## src/rtl/seg_scan_decoder.sv

```systemverilog
// Recovers the 4-digit hex message shown on a scanned, active-low 7-segment display.
// Optional macro SEG_SCAN_DP_CAPTURE_EN adds decimal-point capture and comparison.
module seg_scan_decoder #(
  parameter int unsigned STABLE_CYCLES = 8
) (
  input  logic        clk,
  input  logic        reset,
  input  logic        an3,
  input  logic        an2,
  input  logic        an1,
  input  logic        an0,
  input  logic        a,
  input  logic        b,
  input  logic        c,
  input  logic        d,
  input  logic        e,
  input  logic        f,
  input  logic        g,
  input  logic        dp,
  input  logic        err_clr,
  output logic [15:0] msg_out,
  output logic        msg_valid,
  output logic [3:0]  dp_out,
  output logic        err_glyph,
  output logic        err_multi
);

`ifdef SEG_SCAN_DP_CAPTURE_EN
  localparam bit DP_EN = 1'b1;
`else
  localparam bit DP_EN = 1'b0;
`endif
  // With dp capture disabled the dp bit is masked out of every comparison.
  localparam logic [11:0] SAMPLE_MASK = DP_EN ? 12'hFFF : 12'hFFE;
  localparam logic [7:0]  CNT_MAX     = 8'(STABLE_CYCLES);

  typedef enum logic [1:0] {S_IDLE, S_SETTLE, S_HELD} state_t;

  function automatic logic [4:0] decode_glyph(input logic [6:0] seg);
    case (seg)
      7'h7E:   return {1'b1, 4'h0};
      7'h30:   return {1'b1, 4'h1};
      7'h6D:   return {1'b1, 4'h2};
      7'h79:   return {1'b1, 4'h3};
      7'h33:   return {1'b1, 4'h4};
      7'h5B:   return {1'b1, 4'h5};
      7'h5F:   return {1'b1, 4'h6};
      7'h70:   return {1'b1, 4'h7};
      7'h7F:   return {1'b1, 4'h8};
      7'h7B:   return {1'b1, 4'h9};
      7'h77:   return {1'b1, 4'hA};
      7'h1F:   return {1'b1, 4'hB};
      7'h4E:   return {1'b1, 4'hC};
      7'h3D:   return {1'b1, 4'hD};
      7'h4F:   return {1'b1, 4'hE};
      7'h47:   return {1'b1, 4'hF};
      default: return 5'b0_0000;
    endcase
  endfunction

  logic [11:0] raw;
  logic [11:0] sync1_q, sync2_q, prev_q;
  logic [11:0] sample, prev_s;
  logic [3:0]  an_low;
  logic [1:0]  an_idx;
  logic        changed, one_low, none_low, multi_low, dp_cap;
  logic [4:0]  glyph;

  state_t      state_q, state_d;
  logic [7:0]  cnt_q, cnt_d;
  logic [15:0] slot_q, slot_d;
  logic [3:0]  slot_dp_q, slot_dp_d;
  logic [3:0]  seen_q, seen_d;
  logic        first_q, first_d;
  logic [15:0] msg_q, msg_d;
  logic [3:0]  dp_out_q, dp_out_d;
  logic        valid_q, valid_d;
  logic        err_glyph_q, err_glyph_d;
  logic        err_multi_q, err_multi_d;
  logic        capture, glyph_evt, multi_evt, frame_done;

  assign raw = {an3, an2, an1, an0, a, b, c, d, e, f, g, dp};

  always_ff @(posedge clk or negedge reset) begin
    if (!reset) begin
      sync1_q <= '1;
      sync2_q <= '1;
      prev_q  <= '1;
    end else begin
      // NOTE: non-blocking assignments let every flop sample the pre-edge value,
      // which is what makes this a real two-stage synchronizer.
      sync1_q <= raw;
      sync2_q <= sync1_q;
      prev_q  <= sync2_q;
    end
  end

  always_comb begin
    // NOTE: every combinational output gets a default first so no latch is inferred.
    an_idx   = 2'd0;
    sample   = sync2_q & SAMPLE_MASK;
    prev_s   = prev_q & SAMPLE_MASK;
    changed  = (sample != prev_s);
    an_low   = ~sample[11:8];
    one_low  = $onehot(an_low);
    none_low = (an_low == 4'h0);
    multi_low = !one_low && !none_low;
    glyph    = decode_glyph(~sample[7:1]);
    dp_cap   = DP_EN & ~sample[0];
    for (int i = 0; i < 4; i++) begin
      if (an_low[i]) an_idx = 2'(i);
    end
  end

  always_comb begin
    state_d   = state_q;
    cnt_d     = cnt_q;
    capture   = 1'b0;
    glyph_evt = 1'b0;
    multi_evt = 1'b0;
    if (multi_low) begin
      multi_evt = 1'b1;
      state_d   = S_IDLE;
      cnt_d     = 8'd0;
    end else if (none_low) begin
      state_d = S_IDLE;
      cnt_d   = 8'd0;
    end else begin
      case (state_q)
        S_IDLE: begin
          state_d = S_SETTLE;
          cnt_d   = 8'd1;
        end
        S_SETTLE: begin
          if (changed) begin
            cnt_d = 8'd1;
          end else begin
            cnt_d = (cnt_q < CNT_MAX) ? cnt_q + 8'd1 : CNT_MAX;
            if (cnt_d == CNT_MAX) begin
              capture   = glyph[4];
              glyph_evt = !glyph[4];
              state_d   = S_HELD;
            end
          end
        end
        S_HELD: begin
          if (changed) begin
            state_d = S_SETTLE;
            cnt_d   = 8'd1;
          end
        end
        default: begin
          state_d = S_IDLE;
          cnt_d   = 8'd0;
        end
      endcase
    end
  end

  // Frame assembly: a full set of seen bits is evaluated one edge after the last capture.
  always_comb begin
    frame_done  = &seen_q;
    slot_d      = slot_q;
    slot_dp_d   = slot_dp_q;
    seen_d      = frame_done ? 4'h0 : seen_q;
    first_d     = first_q;
    msg_d       = msg_q;
    dp_out_d    = dp_out_q;
    valid_d     = 1'b0;
    err_glyph_d = (err_clr ? 1'b0 : err_glyph_q) | glyph_evt;
    err_multi_d = (err_clr ? 1'b0 : err_multi_q) | multi_evt;
    if (capture) begin
      slot_d[{an_idx, 2'b00} +: 4] = glyph[3:0];
      slot_dp_d[an_idx]            = dp_cap;
      seen_d[an_idx]               = 1'b1;
    end
    if (frame_done && (first_q || slot_q != msg_q || slot_dp_q != dp_out_q)) begin
      valid_d  = 1'b1;
      msg_d    = slot_q;
      dp_out_d = slot_dp_q;
      first_d  = 1'b0;
    end
  end

  always_ff @(posedge clk or negedge reset) begin
    if (!reset) begin
      state_q     <= S_IDLE;
      cnt_q       <= 8'd0;
      // NOTE: the slot registers are few and small, so they are reset with the rest
      // of the state; a partial frame can never leak across a reset.
      slot_q      <= 16'h0000;
      slot_dp_q   <= 4'h0;
      seen_q      <= 4'h0;
      first_q     <= 1'b1;
      msg_q       <= 16'h0000;
      dp_out_q    <= 4'h0;
      valid_q     <= 1'b0;
      err_glyph_q <= 1'b0;
      err_multi_q <= 1'b0;
    end else begin
      state_q     <= state_d;
      cnt_q       <= cnt_d;
      slot_q      <= slot_d;
      slot_dp_q   <= slot_dp_d;
      seen_q      <= seen_d;
      first_q     <= first_d;
      msg_q       <= msg_d;
      dp_out_q    <= dp_out_d;
      valid_q     <= valid_d;
      err_glyph_q <= err_glyph_d;
      err_multi_q <= err_multi_d;
    end
  end

  assign msg_out   = msg_q;
  assign msg_valid = valid_q;
  assign dp_out    = dp_out_q;
  assign err_glyph = err_glyph_q;
  assign err_multi = err_multi_q;

endmodule

```

## config.mk

```make
export PLATFORM = sky130hd
export DESIGN_NAME = seg_scan_decoder
export DESIGN_NICKNAME = d
export VERILOG_FILES = /design/src/rtl/seg_scan_decoder.sv
export SDC_FILE = /design/constraint.sdc
export NUM_CORES = 1
export LEC_CHECK = 0
export ABC_CLOCK_PERIOD_IN_PS = 4210
export CORE_ASPECT_RATIO = 1.5
export CORE_MARGIN = 5
export CORE_UTILIZATION = 55
export CTS_CLUSTER_DIAMETER = 40
export DETAILED_ROUTE_END_ITERATION = 10
export PLACE_DENSITY = 0.77
export SYNTH_ARGS = -nofsm -noshare
export SYNTH_HDL_FRONTEND = slang
export SYNTH_SLANG_ARGS = --single-unit
```

## constraint.sdc

```tcl
create_clock -name clk -period 4.21 [get_ports clk]
set_clock_uncertainty 0.1 [all_clocks]
set_input_delay 0.421 -clock clk [delete_from_list [all_inputs] [get_ports clk]]
set_output_delay 0.421 -clock clk [all_outputs]
set_load 0.05 [all_outputs]
```

==> results of run 1 <==
[cells in the final DEF, fill, tap and decap left out, types with 5 or more instances in the layout]
master	instances
xnor2_1	30
clkdlybuf4s50_1	35
dfstp_2	34
inv_1	9
nor3_1	6
mux2_2	36
and2_1	5
a21oi_1	5
a21o_1	5
nand4_1	10
clkbuf_8	10
nor2b_1	9
nor2_1	5
nand2_1	9
dfrtp_1	57
[cell families (layout without fill, tap and decap cells)]
logic type,count (synthesis),after routing,share of synthesized area [%]
flops,91,91,57.1
simple gates,80,80,12.4
compound gates,37,37,9.27
mux,37,37,10.3
xor+xnor,32,32,7.08
buf+inv,19,62,2.15
fa+ha+maj,5,5,1.72
[power by group through the flow]
stage | Clock, mW | Combinational (mW) | Sequential (mW)
2_1_floorplan | 0 | 0.0629 | 0.940
5_1_grt | 0.632 | 0.112 | 0.938
4_1_cts | 0.594 | 0.100 | 0.934
3_3_place_gp | 0 | 0.0968 | 0.949
6_report | 0.572 | 0.0982 | 0.934
3_5_place_dp | 0 | 0.100 | 0.950
[sequential cells by signal (all words and copies together), names as in the netlist]
| signal | flops |
|---|---|
| cnt_q | 8 |
| dp_out | 4 |
| err_glyph | 1 |
| err_multi | 1 |
| first_q | 1 |
| msg_out | 16 |
| msg_valid | 1 |
| prev_q | 11 |
| seen_q | 4 |
| slot_dp_q | 4 |
| slot_q | 16 |
| state_q | 2 |
| sync1_q | 11 |
| sync2_q | 11 |
[worst max path at each step]
stage | startpoint | endpoint | slack [ns] | cells after the start
final | sync2_q[11]$_DFF_PN1_ | slot_q[14]$_DFFE_PN0P_ | 0.57 | 9
after global placement | sync2_q[9]$_DFF_PN1_ | slot_q[13]$_DFFE_PN0P_ | 0.61 | 9
after floorplan | sync2_q[9]$_DFF_PN1_ | slot_q[12]$_DFFE_PN0P_ | 0.90 | 9
after detailed placement | sync2_q[9]$_DFF_PN1_ | slot_q[13]$_DFFE_PN0P_ | 0.58 | 9
after CTS | sync2_q[9]$_DFF_PN1_ | slot_q[14]$_DFFE_PN0P_ | 0.57 | 9
after global routing | sync2_q[11]$_DFF_PN1_ | slot_q[14]$_DFFE_PN0P_ | 0.39 | 9
[stage by stage]
stage | utilization, % | hold WS (ns) | std cells | power [mW] | cell area (um^2)
2_1_floorplan | - | 0.0254 | 301 | 1.00 | 4060
3_3_place_gp | 62.3 | 0.245 | 428 | 1.05 | 4500
3_5_place_dp | 62.3 | 0.247 | 428 | 1.05 | 4500
4_1_cts | 64.9 | 0.0407 | 444 | 1.63 | 4690
5_1_grt | 64.9 | 0.0650 | 444 | 1.68 | 4690
6_report | 64.9 | 0.0388 | 444 | 1.60 | 4690
[final cells by class]
| class | instances | area share (%) |
|---|---|---|
| multi-input cells | 191 | 35.3 |
| repair buffers | 37 | 7.79 |
| flip-flops and latches | 91 | 49.5 |
| well taps | 100 | 2.67 |
| inverters | 9 | 0.720 |
| clock buffers | 14 | 3.25 |
| clock inverters | 2 | 0.800 |
[metal layers]
metal / up-vias / routed length (um)
met4: 0 / 171
met3: 12 / 205
li1: 1154 / -
met2: 33 / 3570
met5: - / 0
met1: 1199 / 3050
==> metrics.md, run 1 <==
| Metric | Value |
|---|---|
| R2R cell count | 9 |
| Synth Flop Type | dfrtp_1 |
| Maximum vdd drop | 256 uV |
| CP max stage cell | dfstp_2 |
| First-pass GRT wire length | 12400 um |
| Clock Pin Slew Worst Setup and Hold Paths | approximately 0.080 ns |
| Worst r2r src | sync2_q[11]$_DFF_PN1_ |
| Cell Pwr Density | ~340 mW/mm^2 |
| Synth-to-layout area growth | 15.4% |
| Die area | roughly 0.0092 mm^2 |
| Worst skew pair latency | around 0.36 ns |
| Post-CTS Resized | 0 |
| Slew HR | between 30% and 40% |
| CP max FO | 7 |
| Number of global-route vias before repair | 2562 |
| Pleak | 2.12 nW |
| Unrepaired setup endpoints after global routing | false |
| Total CTS buffers | 9 |
| Most frequent CP cell | ha_1 |
| Routed Antenna Nets | 0 |
| Vias per cell | 5.40 |
| CP arrival | 3.78 ns |
| Final hold vios | 0 |
| Initial antenna violation count | 0 |
| Most frequent cell after synthesis | dfrtp_1 |
| Max Clock Freq | around 270 MHz |
| Post-synth top cells | 57 x dfrtp_1, 36 x mux2_2, 34 x dfstp_2 |
| Worst Path Required | 4.35 ns |
| Final worst slack | between 0.5 and 0.6 ns |
| Drt total wl | roughly 7000 um |
| Share of cells above drive strength 1 | around 29% |
| Fillers | 563 |
| Residual DRC | 0 |
| Switching fraction of total power | 22.7% |
| Final net count | between 300 and 400 |
| GRT Total Usage | 17.6% |
| Post-synth top area share | 35.1% |
| Final period util | 86.4% |
| Post-Route Setup TNS | 0 ns |
| Clk network pwr share | 35.7% |
| Clock buffer depth | 2 |
| Number of synthesized flops with an enable pin | 0 |
| Count of pins over their slew limit | 0 |
| CTS Hold Bufs | 0 |
| Cell Chain, Critical Path | fa_1, inv_1, ha_1, ha_1, nor3b_1, nand4_1, or4_4, a311oi_4, mux2_2 |
| Ys Warns | 0 |
| Yosys top cell by area | dfrtp_1 |
| Wire length per cell | about 16 um |
| P_sw | around 360 uW |
| Initial core utilization | 56.2% |
| Multi-input logic area | ~0.0017 mm^2 |
| TritonRoute pass-1 iters | 4 |
| Sequential Power Share | 58.2% |
| Number of max-cap violations | 0 |
| GRT met1 Usage | approximately 22% |
| Setup Viol. Count Final | 0 |
| Die H | 115 um |
| Synthesis-stage register bit count | 91 |
| Syn Area/Cell | 13.5 um^2 |
| Worst slew pin tran | 0.919 ns |
| Post-Syn Nets | 321 |
| # H-tree levels | 3 |
| Register area share after synthesis | a little under three fifths |
| Antenna Cells | 0 |
| Post-DP HPWL | 4890 um |
| CP endpoint kind | flip-flop |
| Global Route met3 Usage | 4.78% |
| Placer Congestion | 0.904 |
| Die width | 80.2 um |
| Final worst path period need | 3.64 ns |
| Grt total ovfl | 0 |
| Combinational power share | 6.1% |
| GRT met2 Usage | 28.0% |
| Row cnt | 38 |
| Crit path max-delay family | simple AND/OR/NAND/NOR gates |
| RR Endpoint | slot_q[14]$_DFFE_PN0P_ |
| CTS root buf | clkbuf_8 |
| Core ar. | 0.00723 mm^2 |
| Seq. cell area | 0.00232 mm^2 |
| Asr flop ratio synth | 100% |
| Setup bufs post-CTS | 0 |
| Synth top area cells | dfrtp_1 35%, dfstp_2 22%, mux2_2 10% |
| Largest net degree at the start of global routing | 60 |
| Critical path type | flip-flop to flip-flop |
| Distinct cells, synth | 58 |
| Port buffer count | 36 |
| Run status | completed |
| TritonCTS clock tree | yes |
| R2R Setup Slk | 0.57 ns |
| Num Clock Sinks | 91 |
| Vias | about 2.4k |
| CP Launch Type | flip-flop |
| IO Count | 38 |
| CP bufs+invs | 1 |
| Initial DRC count | 90 |
| Internal power | 1.24 mW |
| Synth Cell Area | 0.00406 mm^2 |
| GR peak layer | met2 |
| Critical Path Max Stage Delay | between 0.6 and 0.7 ns |
| Mapped Cells | 301 |
| Hold crit path type | input port to async pin |
| Setup Slack @ Placement | 0.582 ns |
(Power assumes the default switching activity.)
==> inputs of run 2 (changes only) <==
Settings changed: PLACE_DENSITY 0.77 to 0.85.
==> metrics.md, run 2 (same netlist as run 1, synthesis figures left out) <==
| Metric | Value |
|---|---|
| Run status | completed |
| Initial antenna violation count | 0 |
| Port buffer count | 36 |
| CP Launch Type | flip-flop |
| Grt total ovfl | 0 |
| Die H | 115 um |
| Pleak | 2.12 nW |
| GRT Total Usage | roughly 17% |
| Drt total wl | 6780 um |
| CTS root buf | clkbuf_8 |
| Wire length per cell | 15.3 um |
| Worst Path Required | between 4 and 5 ns |
| Synth-to-layout area growth | 14.8% |
| Share of cells above drive strength 1 | 30.2% |
| TritonCTS clock tree | yes |
| Post-DP Area | 0.00450 mm^2 |
| Maximum vdd drop | 261 uV |
| R2R cell count | 9 |
| Post-Route Setup TNS | 0 ns |
| CTS Hold Bufs | 0 |
| Commonest non-fill, non-tap cells in the layout | 57 x dfrtp_1, 36 x mux2_2, 35 x clkdlybuf4s50_1 |
| Post-CTS Resized | 0 |
| CP max FO | 7 |
| Largest net degree at the start of global routing | 65 |
| IO Count | 38 |
| Count of pins over their slew limit | 0 |
| Post-DP HPWL | 5010 um |
| Most common cell after layout, fill and taps aside | dfrtp_1 |
| Number of max-cap violations | 0 |
| Num Clock Sinks | 91 |
| Final net count | 359 |
| Global Route met3 Usage | roughly 4% |
| R2R Setup Slk | about 0.56 ns |
| RR Endpoint | slot_q[4]$_DFFE_PN0P_ |
| Number of global-route vias before repair | between 2k and 2.5k |
| # H-tree levels | 3 |
| Max Clock Freq | 274 MHz |
| TritonRoute pass-1 iters | 4 |
| Vias | 2420 |
| GR peak layer | met2 |
| Placer Congestion | 0.781 |
| Slew HR | 42.4% |
| Worst slew pin tran | between 0.8 and 0.9 ns |
| Final worst path period need | between 3 and 4 ns |
| Setup Viol. Count Final | 0 |
| Final Instance Area | 0.00467 mm^2 |
| Post-Layout Cell Count | 444 |
| Initial DRC count | 91 |
| Routed Antenna Nets | 0 |
| Total CTS buffers | 9 |
| Cell Pwr Density | 329 mW/mm^2 |
| Final hold vios | 0 |
| Unrepaired setup endpoints after global routing | false |
| Hold crit path type | input port to async pin |
| Setup bufs post-CTS | 0 |
| Vias per cell | 5.45 |
| GRT met2 Usage | 29.3% |
| GRT met1 Usage | between 10% and 20% |
| Row cnt | 38 |
| Final period util | 86.6% |
| Die width | 80.2 um |
| Worst r2r src | sync2_q[11]$_DFF_PN1_ |
| Worst skew pair latency | 0.36 ns |
| Critical path type | flip-flop to flip-flop |
| Initial core utilization | 56.2% |
| Core ar. | 0.00723 mm^2 |
| Clock buffer depth | 2 |
| Final Util | 64.6% |
| Antenna Cells | 0 |
| CP endpoint kind | flip-flop |
| CP arrival | 3.79 ns |
| Clock Pin Slew Worst Setup and Hold Paths | 0.08 ns |
| Residual DRC | 0 |
| Die area | 0.00924 mm^2 |
| DP Cell Count | around 430 |
| First-pass GRT wire length | 11900 um |
run 2: cell count changes in the layout (fill, tap and decap cells not counted):
| cell | previous run | this run |
|---|---|---|
| clkbuf_8 | 10 | 9 |
| clkinv_4 | 0 | 1 |
| clkinv_2 | 0 | 3 |
| inv_6 | 0 | 1 |
| clkinvlp_4 | 1 | 0 |
| inv_4 | 0 | 1 |
| bufinv_16 | 1 | 0 |
| clkbuf_1 | 4 | 1 |
run 2: routing by layer:
metal / wire length, um / up-vias
met1: 2690 / 1216
met2: 3760 / 35
met5: 0 / -
li1: - / 1160
met3: 203 / 9
met4: 137 / 0
run 2: area by class of cell:
type | instances | area, um^2
timing repair buffer | 37 | 365
sequential | 91 | 2320
clock buffer | 10 | 128
tap | 100 | 125
inverter | 9 | 33.8
fill | 563 | 2560
clock inverter | 6 | 38.8
multi-input combinational | 191 | 1660
run 2: per-stage QoR:
stage	hold WS, ns	setup WS [ns]	power [mW]
floorplan	0.0254	0.897	1.00
global placement	0.246	0.615	1.04
detailed placement	0.247	0.569	1.05
CTS	0.0439	0.548	1.55
global route	0.0959	0.389	1.61
finish	0.0348	0.564	1.53
run 2: worst max-delay path by stage:
stage,start,to,slack [ns],cells past startpoint
final,sync2_q[11]$_DFF_PN1_,slot_q[4]$_DFFE_PN0P_,0.56,9
after global routing,sync2_q[9]$_DFF_PN1_,slot_q[4]$_DFFE_PN0P_,0.39,9
after CTS,sync2_q[11]$_DFF_PN1_,slot_q[4]$_DFFE_PN0P_,0.55,9
after detailed placement,sync2_q[11]$_DFF_PN1_,slot_q[6]$_DFFE_PN0P_,0.57,9
after global placement,sync2_q[11]$_DFF_PN1_,slot_q[5]$_DFFE_PN0P_,0.61,9
after floorplan,sync2_q[9]$_DFF_PN1_,slot_q[12]$_DFFE_PN0P_,0.90,9
run 2: critical path, stage by stage, from the launching register on:
cell and delay [ns]:
dfstp_2 0.62, fa_1 0.43, inv_1 0.06, ha_1 0.15, ha_1 0.23, nor3b_1 0.34
nand4_1 0.13, or4_4 0.58, a311oi_4 0.51, mux2_2 0.39
run 2: report_power, final:
part / leakage (nW) / internal, mW / switching, mW
Clock: 0.0907 / 0.215 / 0.288
Combinational: 0.879 / 0.0413 / 0.0571
Sequential: 1.15 / 0.908 / 0.0258
Total: 2.12 / 1.16 / 0.371
==> inputs of run 3 (changes only) <==
Settings changed: ABC_CLOCK_PERIOD_IN_PS 4210 to not set.
==> results of run 3 <==
No change in the layout: final DEF, timing and power equal those of run 2.
